--- src/rtl/invader_fleet_if.sv ---
// ============================================================================
//  Module      : invader_fleet_if
//  Description : Frame/laser inputs and formation outputs of invader_fleet.
//                master = the side driving frame and laser state,
//                slave  = the fleet itself.
//  Revision    : 1.0 - initial release
// ============================================================================
`default_nettype none

interface invader_fleet_if #(
    parameter int NUM_INV = 6
) ();
    logic               frame;
    logic               laser_active;
    logic [9:0]         laser_x;
    logic [9:0]         laser_y;
    logic [9:0]         invaders_x;
    logic [9:0]         invaders_y;
    logic [NUM_INV-1:0] alive;
    logic [NUM_INV-1:0] invader_collision;
    logic               laser_hit;
    logic               all_dead;
    logic               reached_bottom;

    modport master (
        output frame, laser_active, laser_x, laser_y,
        input  invaders_x, invaders_y, alive, invader_collision,
        input  laser_hit, all_dead, reached_bottom
    );

    modport slave (
        input  frame, laser_active, laser_x, laser_y,
        output invaders_x, invaders_y, alive, invader_collision,
        output laser_hit, all_dead, reached_bottom
    );
endinterface

`default_nettype wire

--- src/rtl/invader_fleet.sv ---
// ============================================================================
//  Module      : invader_fleet
//  Description : Single-row invader formation. Once per frame it scans every
//                invader against the laser (one invader per cycle, lowest
//                index wins, at most one kill per frame), then spends one
//                cycle pulsing the hit and marching the formation.
//  Revision    : 1.0 - initial release
// ============================================================================
`default_nettype none

module invader_fleet #(
    parameter int NUM_INV     = 6,
    parameter int INV_W       = 16,
    parameter int INV_H       = 16,
    parameter int SPACING     = 32,
    parameter int STEP_X      = 4,
    parameter int STEP_Y      = 16,
    parameter int MOVE_FRAMES = 8,
    parameter int START_X     = 64,
    parameter int START_Y     = 40,
    parameter int X_MIN       = 0,
    parameter int X_MAX       = 639,
    parameter int BOTTOM_Y    = 400,
    parameter int LASER_W     = 2,
    parameter int LASER_H     = 8
) (
    input  wire logic         clk,
    input  wire logic         rst,
    invader_fleet_if.slave    fleet
);

    localparam int c_idx_w  = (NUM_INV > 1) ? $clog2(NUM_INV) : 1;
    localparam int c_fcnt_w = (MOVE_FRAMES > 1) ? $clog2(MOVE_FRAMES) : 1;

    // Geometry constants, all 11 bits wide so that sums never wrap.
    localparam logic [10:0] c_inv_w      = 11'(INV_W);
    localparam logic [10:0] c_inv_h      = 11'(INV_H);
    localparam logic [10:0] c_spacing    = 11'(SPACING);
    localparam logic [10:0] c_laser_w    = 11'(LASER_W);
    localparam logic [10:0] c_laser_h    = 11'(LASER_H);
    localparam logic [10:0] c_step_x11   = 11'(STEP_X);
    localparam logic [10:0] c_form_w     = 11'((NUM_INV - 1) * SPACING + INV_W);
    localparam logic [10:0] c_x_lim      = 11'(X_MAX + 1);
    localparam logic [10:0] c_x_min_step = 11'(X_MIN + STEP_X);
    localparam logic [10:0] c_bottom     = 11'(BOTTOM_Y);

    localparam logic [9:0]  c_step_x10   = 10'(STEP_X);
    localparam logic [9:0]  c_step_y10   = 10'(STEP_Y);
    localparam logic [9:0]  c_start_x    = 10'(START_X);
    localparam logic [9:0]  c_start_y    = 10'(START_Y);

    localparam logic [c_idx_w-1:0]  c_last_idx  = c_idx_w'(NUM_INV - 1);
    localparam logic [c_fcnt_w-1:0] c_fcnt_last = c_fcnt_w'(MOVE_FRAMES - 1);
    localparam logic [NUM_INV-1:0]  c_one_hot0  = NUM_INV'(1);

    localparam logic [1:0] c_st_wait = 2'd0;
    localparam logic [1:0] c_st_scan = 2'd1;
    localparam logic [1:0] c_st_move = 2'd2;

    logic [1:0]          r_state;
    logic [c_idx_w-1:0]  r_idx;
    logic [c_idx_w-1:0]  r_hit_idx;
    logic                r_hit_found;
    logic [c_fcnt_w-1:0] r_fcnt;
    logic                r_dir_left;
    logic [9:0]          r_x;
    logic [9:0]          r_y;
    logic [NUM_INV-1:0]  r_alive;
    logic [NUM_INV-1:0]  r_coll;
    logic                r_laser_hit;
    logic                r_reached;

    logic [10:0] w_ix;
    logic [10:0] w_iy;
    logic [10:0] w_lx;
    logic [10:0] w_ly;
    logic        w_overlap;
    logic        w_hit;
    logic        w_all_dead;
    logic        w_right_blocked;
    logic        w_left_blocked;
    logic [9:0]  w_y_down;
    logic        w_y_down_bottom;

    // Hitbox of the invader currently being scanned, versus the laser box.
    assign w_ix      = {1'b0, r_x} + 11'(r_idx) * c_spacing;
    assign w_iy      = {1'b0, r_y};
    assign w_lx      = {1'b0, fleet.laser_x};
    assign w_ly      = {1'b0, fleet.laser_y};
    assign w_overlap = (w_lx < w_ix + c_inv_w) && (w_lx + c_laser_w > w_ix) &&
                       (w_ly < w_iy + c_inv_h) && (w_ly + c_laser_h > w_iy);
    assign w_hit     = fleet.laser_active && r_alive[r_idx] && !r_hit_found && w_overlap;

    // Edge tests use the full formation width, dead invaders included.
    assign w_all_dead      = (r_alive == '0);
    assign w_right_blocked = ({1'b0, r_x} + c_step_x11 + c_form_w) > c_x_lim;
    assign w_left_blocked  = {1'b0, r_x} < c_x_min_step;
    assign w_y_down        = r_y + c_step_y10;
    assign w_y_down_bottom = ({1'b0, w_y_down} + c_inv_h) >= c_bottom;

    // Frame sequencer: WAIT for frame, SCAN each invader, MOVE for one cycle.
    always_ff @(posedge clk) begin
        if (!rst) begin
            r_state     <= c_st_wait;
            r_idx       <= '0;
            r_hit_idx   <= '0;
            r_hit_found <= 1'b0;
            r_fcnt      <= '0;
            r_dir_left  <= 1'b0;
            r_x         <= c_start_x;
            r_y         <= c_start_y;
            r_alive     <= '1;
            r_coll      <= '0;
            r_laser_hit <= 1'b0;
            r_reached   <= 1'b0;
        end else begin
            // Hit outputs are single-cycle pulses; only MOVE raises them.
            r_coll      <= '0;
            r_laser_hit <= 1'b0;
            case (r_state)
                c_st_wait: begin
                    if (fleet.frame) begin
                        r_state     <= c_st_scan;
                        r_idx       <= '0;
                        r_hit_found <= 1'b0;
                    end
                end
                c_st_scan: begin
                    if (w_hit) begin
                        r_alive[r_idx] <= 1'b0;
                        r_hit_found    <= 1'b1;
                        r_hit_idx      <= r_idx;
                    end
                    if (r_idx == c_last_idx) begin
                        r_state <= c_st_move;
                    end else begin
                        r_idx <= r_idx + 1'b1;
                    end
                end
                c_st_move: begin
                    r_state <= c_st_wait;
                    if (r_hit_found) begin
                        r_coll      <= c_one_hot0 << r_hit_idx;
                        r_laser_hit <= 1'b1;
                    end
                    // A wiped-out or landed formation stops marching entirely.
                    if (!w_all_dead && !r_reached) begin
                        if (r_fcnt == c_fcnt_last) begin
                            r_fcnt <= '0;
                            if (!r_dir_left) begin
                                if (w_right_blocked) begin
                                    r_y        <= w_y_down;
                                    r_dir_left <= 1'b1;
                                    r_reached  <= w_y_down_bottom;
                                end else begin
                                    r_x <= r_x + c_step_x10;
                                end
                            end else begin
                                if (w_left_blocked) begin
                                    r_y        <= w_y_down;
                                    r_dir_left <= 1'b0;
                                    r_reached  <= w_y_down_bottom;
                                end else begin
                                    r_x <= r_x - c_step_x10;
                                end
                            end
                        end else begin
                            r_fcnt <= r_fcnt + 1'b1;
                        end
                    end
                end
                default: r_state <= c_st_wait;
            endcase
        end
    end

    assign fleet.invaders_x        = r_x;
    assign fleet.invaders_y        = r_y;
    assign fleet.alive             = r_alive;
    assign fleet.invader_collision = r_coll;
    assign fleet.laser_hit         = r_laser_hit;
    assign fleet.all_dead          = w_all_dead;
    assign fleet.reached_bottom    = r_reached;

endmodule

`default_nettype wire

--- src/flat_wrapper.sv ---
// flat-port wrapper written by rule: the top's interface ports become plain ports
module invader_fleet_flat 
#(
    parameter int NUM_INV     = 6,
    parameter int INV_W       = 16,
    parameter int INV_H       = 16,
    parameter int SPACING     = 32,
    parameter int STEP_X      = 4,
    parameter int STEP_Y      = 16,
    parameter int MOVE_FRAMES = 8,
    parameter int START_X     = 64,
    parameter int START_Y     = 40,
    parameter int X_MIN       = 0,
    parameter int X_MAX       = 639,
    parameter int BOTTOM_Y    = 400,
    parameter int LASER_W     = 2,
    parameter int LASER_H     = 8
)
  (clk, rst, fleet_frame, fleet_laser_active, fleet_laser_x, fleet_laser_y, fleet_invaders_x, fleet_invaders_y, fleet_alive, fleet_invader_collision, fleet_laser_hit, fleet_all_dead, fleet_reached_bottom);
  invader_fleet_if #(.NUM_INV(NUM_INV)) fleet_i ();
  input  wire logic clk;
  input  wire logic rst;
  input wire logic [$bits(fleet_i.frame)-1:0] fleet_frame;
  input wire logic [$bits(fleet_i.laser_active)-1:0] fleet_laser_active;
  input wire logic [$bits(fleet_i.laser_x)-1:0] fleet_laser_x;
  input wire logic [$bits(fleet_i.laser_y)-1:0] fleet_laser_y;
  output wire logic [$bits(fleet_i.invaders_x)-1:0] fleet_invaders_x;
  output wire logic [$bits(fleet_i.invaders_y)-1:0] fleet_invaders_y;
  output wire logic [$bits(fleet_i.alive)-1:0] fleet_alive;
  output wire logic [$bits(fleet_i.invader_collision)-1:0] fleet_invader_collision;
  output wire logic [$bits(fleet_i.laser_hit)-1:0] fleet_laser_hit;
  output wire logic [$bits(fleet_i.all_dead)-1:0] fleet_all_dead;
  output wire logic [$bits(fleet_i.reached_bottom)-1:0] fleet_reached_bottom;
  assign fleet_i.frame = fleet_frame;
  assign fleet_i.laser_active = fleet_laser_active;
  assign fleet_i.laser_x = fleet_laser_x;
  assign fleet_i.laser_y = fleet_laser_y;
  assign fleet_invaders_x = fleet_i.invaders_x;
  assign fleet_invaders_y = fleet_i.invaders_y;
  assign fleet_alive = fleet_i.alive;
  assign fleet_invader_collision = fleet_i.invader_collision;
  assign fleet_laser_hit = fleet_i.laser_hit;
  assign fleet_all_dead = fleet_i.all_dead;
  assign fleet_reached_bottom = fleet_i.reached_bottom;
  invader_fleet #(.NUM_INV(NUM_INV), .INV_W(INV_W), .INV_H(INV_H), .SPACING(SPACING), .STEP_X(STEP_X), .STEP_Y(STEP_Y), .MOVE_FRAMES(MOVE_FRAMES), .START_X(START_X), .START_Y(START_Y), .X_MIN(X_MIN), .X_MAX(X_MAX), .BOTTOM_Y(BOTTOM_Y), .LASER_W(LASER_W), .LASER_H(LASER_H)) u_core (.clk(clk), .rst(rst), .fleet(fleet_i));
endmodule
--- config.mk ---
export PLATFORM = sky130hd
export DESIGN_NAME = invader_fleet_flat
export DESIGN_NICKNAME = d
export VERILOG_FILES = /design/src/rtl/invader_fleet_if.sv /design/src/rtl/invader_fleet.sv /design/src/flat_wrapper.sv
export SDC_FILE = /design/constraint.sdc
export NUM_CORES = 1
export LEC_CHECK = 0
export ABC_AREA = 1
export BUFFER_PORTS_ARGS = -buffer_cell sky130_fd_sc_hd__buf_2
export CORE_ASPECT_RATIO = 0.8
export CORE_UTILIZATION = 38
export CTS_CLUSTER_DIAMETER = 80
export DETAILED_ROUTE_END_ITERATION = 6
export PLACE_DENSITY_LB_ADDON = 0.05
export SLEW_MARGIN = 25
export SYNTH_ARGS = -nofsm -noshare
export SYNTH_HDL_FRONTEND = slang
export SYNTH_SLANG_ARGS = --single-unit
--- constraint.sdc ---
create_clock -name clk -period 3.1 [get_ports clk]
set_clock_uncertainty 0.2 [all_clocks]
set_input_delay 0.31 -clock clk [delete_from_list [all_inputs] [get_ports clk]]
set_output_delay 0.31 -clock clk [all_outputs]
set_load 0.01 [all_outputs]
==> results by group <==
Run status
  • Status: finished clean

Pwr
  • Total chip power: 1.33 mW
  • Leakage: 1.96 nW
  • Cell Pwr Density: around 330 nW/µm²
  • Worst vdd ir: 194 µV

Cells and area
  • Area grow syn2layout: 17.5%
  • Fin area: 4070 µm²
  • ANT cells: 0
  • Final #Nets: ~620
  • Share of cells above drive strength 1: 21.5%
  • Util after Layout: 47.0%

STA
  • Worst slew margin: 64.9%
  • Final WS setup: 134 ps
  • Worst-Margin Slew: 525 ps
  • Post-route clock period utilization: 95.7%
  • Fin. max-slew vios: 0
  • Final hold viol count: 0
  • Fmax: 337 MHz
  • Period minus WS final: roughly 3000 ps
  • RSZ-0062 raised after global routing: true
  • Final setup fails: 0
  • Hold Worst Slack: 160 ps

Logic synthesis
  • Post-synthesis sequential area ratio: 23.7%
  • Synth unique cells: 43
  • Synth Area per Inst: about 7 µm²
  • Synth top area share: 23.7%
  • Mapped Area: 3470 µm²
  • Post-synth EDFFs: 0
  • Synthesis-stage register bit count: between 40 and 50
  • Syn Inst Count: 499
  • Largest cells by area after synthesis: dfxtp_1 (24%), ha_1 (14%), nand2_1 (12%)
  • Syn. warnings: 0
  • Post-synth ARST share: 0%
  • Main synth FF type: dfxtp_1
  • Biggest area consumer among synthesized cells: dfxtp_1

Critical path
  • Worst-path fanout max: 6
  • Reg2reg start: u_core.r_idx[0]
  • Cells on worst reg2reg path: 15
  • CP required: around 3000 ps
  • Worst Setup SP: u_core.r_idx[0]
  • Worst setup path endpoint: u_core.fleet.alive[2]
  • Arrival @ worst endpoint: 2930 ps
  • Crit path launch type: flip-flop
  • WS Path Type: reg2reg
  • Crit. End Element: flip-flop
  • Reg2Reg Setup Slack: 130 ps
  • Reg-to-reg endpoint: u_core.fleet.alive[2]

CTS
  • Clk slew on worst S/H paths: 60 ps
  • CTS hold repair buffers: 0
  • CTS tree: yes
  • Post-CTS Setup Inserts: 0
  • CTS buffer count: 5
  • Clock Sinks: between 40 and 50
  • CTS HTree Levels: 2
  • Post-cts gate resize count: 0
  • CTS root buffer: clkbuf_16
  • Clock Path Buffers: 2
  • Skew-Pair Late Insertion Delay: 290 ps

Placed design
  • PortBufs: 52
  • Placed Instance Area: 3840 µm²
  • Routability cong.: approximately 0.85
  • HPWL after DPL: 6.79 mm
  • DP Worst Slack: about 36 ps

Die
  • Die W: 109 µm
  • Initial core utilization: between 30% and 40%
  • Core Box Area: 8670 µm²
  • Row cnt: 30
  • I/O pin cnt: approximately 60
  • Die Area: 9510 µm²
  • Die H: 87.4 µm

Route
  • Routed vias: 3199
  • Final antenna-violating net count: 0
  • DRC violation count after routing: 0
  • Routed len/inst: approximately 13 µm
  • DR iter-0 viols: 126
  • DR pass1 iterations: 4
  • DRT Wirelength: roughly 8.4 mm
  • Vias/cell: 4.78

Global routing
  • Grt total ovfl: 0
  • Global-route wire length before repair: around 14 mm
  • Initial antenna violation count: 0
  • Largest net degree at the start of global routing: 22
  • Vias in the first global route: 2953
  • GR Util All Layers: 19.2%

Min path
  • Type of the tightest min-delay check: in2reg

Run
  • Maxcap violations: 0
## layer usage
layer	vias up	global-route usage (%)	routed length, µm
li1	1721	-	-
met1	1408	28.1	4640
met2	64	29.2	3450
met3	6	3.52	300
met4	0	3.32	54
met5	-	0	0
## where the power goes
group / switching [mW] / internal (mW)
registers: 0.00290 / 0.530
clock network: 0.231 / 0.381
logic: 0.112 / 0.0682
total: 0.346 / 0.980
## state kept, by name (all words and copies together), names as in the netlist
signal                          flops
u_core.r_hit_found                  1
u_core.r_dir_left                   1
u_core.r_fcnt                       3
u_core.fleet.invader_collision      6
u_core.fleet.laser_hit              1
u_core.r_idx                        3
u_core.r_state                      2
u_core.fleet.invaders_y             6
u_core.r_hit_idx                    3
u_core.fleet.alive                  6
u_core.fleet.invaders_x             8
u_core.fleet.reached_bottom         1
## cells in the final DEF, fill, tap and decap left out, types with 2 or more instances in the layout
cell type and count:
conb_1 6, nand2_4 2, o211ai_1 5, nand2_2 7, nor2_4 3, nand3_1 29
nor3_1 9, buf_2 52, o21ai_2 5, nand3_2 5, a21oi_1 30, nand3_4 2
nand4_1 12, xnor2_1 6, nor3_2 2, ha_1 37, nor2_2 6, dfxtp_2 2
a21oi_2 2, o21ai_1 6, xor2_1 17, o21ai_0 15, buf_4 7, inv_2 9
clkbuf_16 5, dfxtp_1 39, nand2_1 112, nor2_1 35, inv_1 65, ha_4 2
nand3b_1 6
## kinds of logic (layout without fill, tap and decap cells)
kind of cell	after synthesis	after routing	share of synthesized area, %
AOI/OAI and AO/OA	71	71	12.3
xor gates and xnor gates	23	23	5.81
adders and majority gates	41	41	15.2
buffers and inverters	89	142	11.0
DFF	41	41	23.7
other	2	6	0.217
and+or+nand+nor	232	233	31.8
## critical path, cell delays in order, from the launching register on
cell	delay [ps]
dfxtp_2	350
ha_4	140
inv_2	40
fa_2	580
xor2_1	160
ha_1	260
a21oi_1	170
nand3_2	100
nand2_1	70
nand2_1	50
nand2_1	60
nand2_2	60
a21oi_4	250
nand3_4	160
o21ai_2	160
nand2_1	50
## synth_stat cells (all sizes together) (2+ instances only)
cell type and n:
dfxtp 41, conb 2, nand4 13, fa 2, xor2 17, o31ai 2, a21oi 33, ha 39
o211ai 5, nand3b 6, nor2 44, nand3 35, buf 11, o21ai 26, inv 75, nor3 11
nand2 121, xnor2 6, clkbuf 3
## worst min-delay path by stage
stage                                from                                 to  depth (start not counted)
detailed placement  u_core.fleet.alive[5]              u_core.fleet.alive[5]                          2
CTS                           fleet_frame                    u_core.r_idx[2]                          4
floorplan             u_core.r_hit_idx[0]  u_core.fleet.invader_collision[2]                          1
finish                        fleet_frame                    u_core.r_idx[2]                          4
global placement    u_core.fleet.alive[5]              u_core.fleet.alive[5]                          2
global route                  fleet_frame                    u_core.r_idx[2]                          4
## through the flow
step | setup TNS, ps | instances
after floorplan | 0 | 503
after global placement | 0 | 660
after detailed placement | 0 | 660
after CTS | 0 | 668
after global routing | -510 | 669
final | 0 | 669
## final cells by class
class	count	area [µm²]
flip-flops and latches	41	823
multi-input cells	374	2340
fillers	889	4600
well taps	112	140
inverters	75	284
clock buffers	5	125
clock inverters	3	46.3
repair buffers	59	313
No activity file was read; power rests on OpenSTA's default activity.
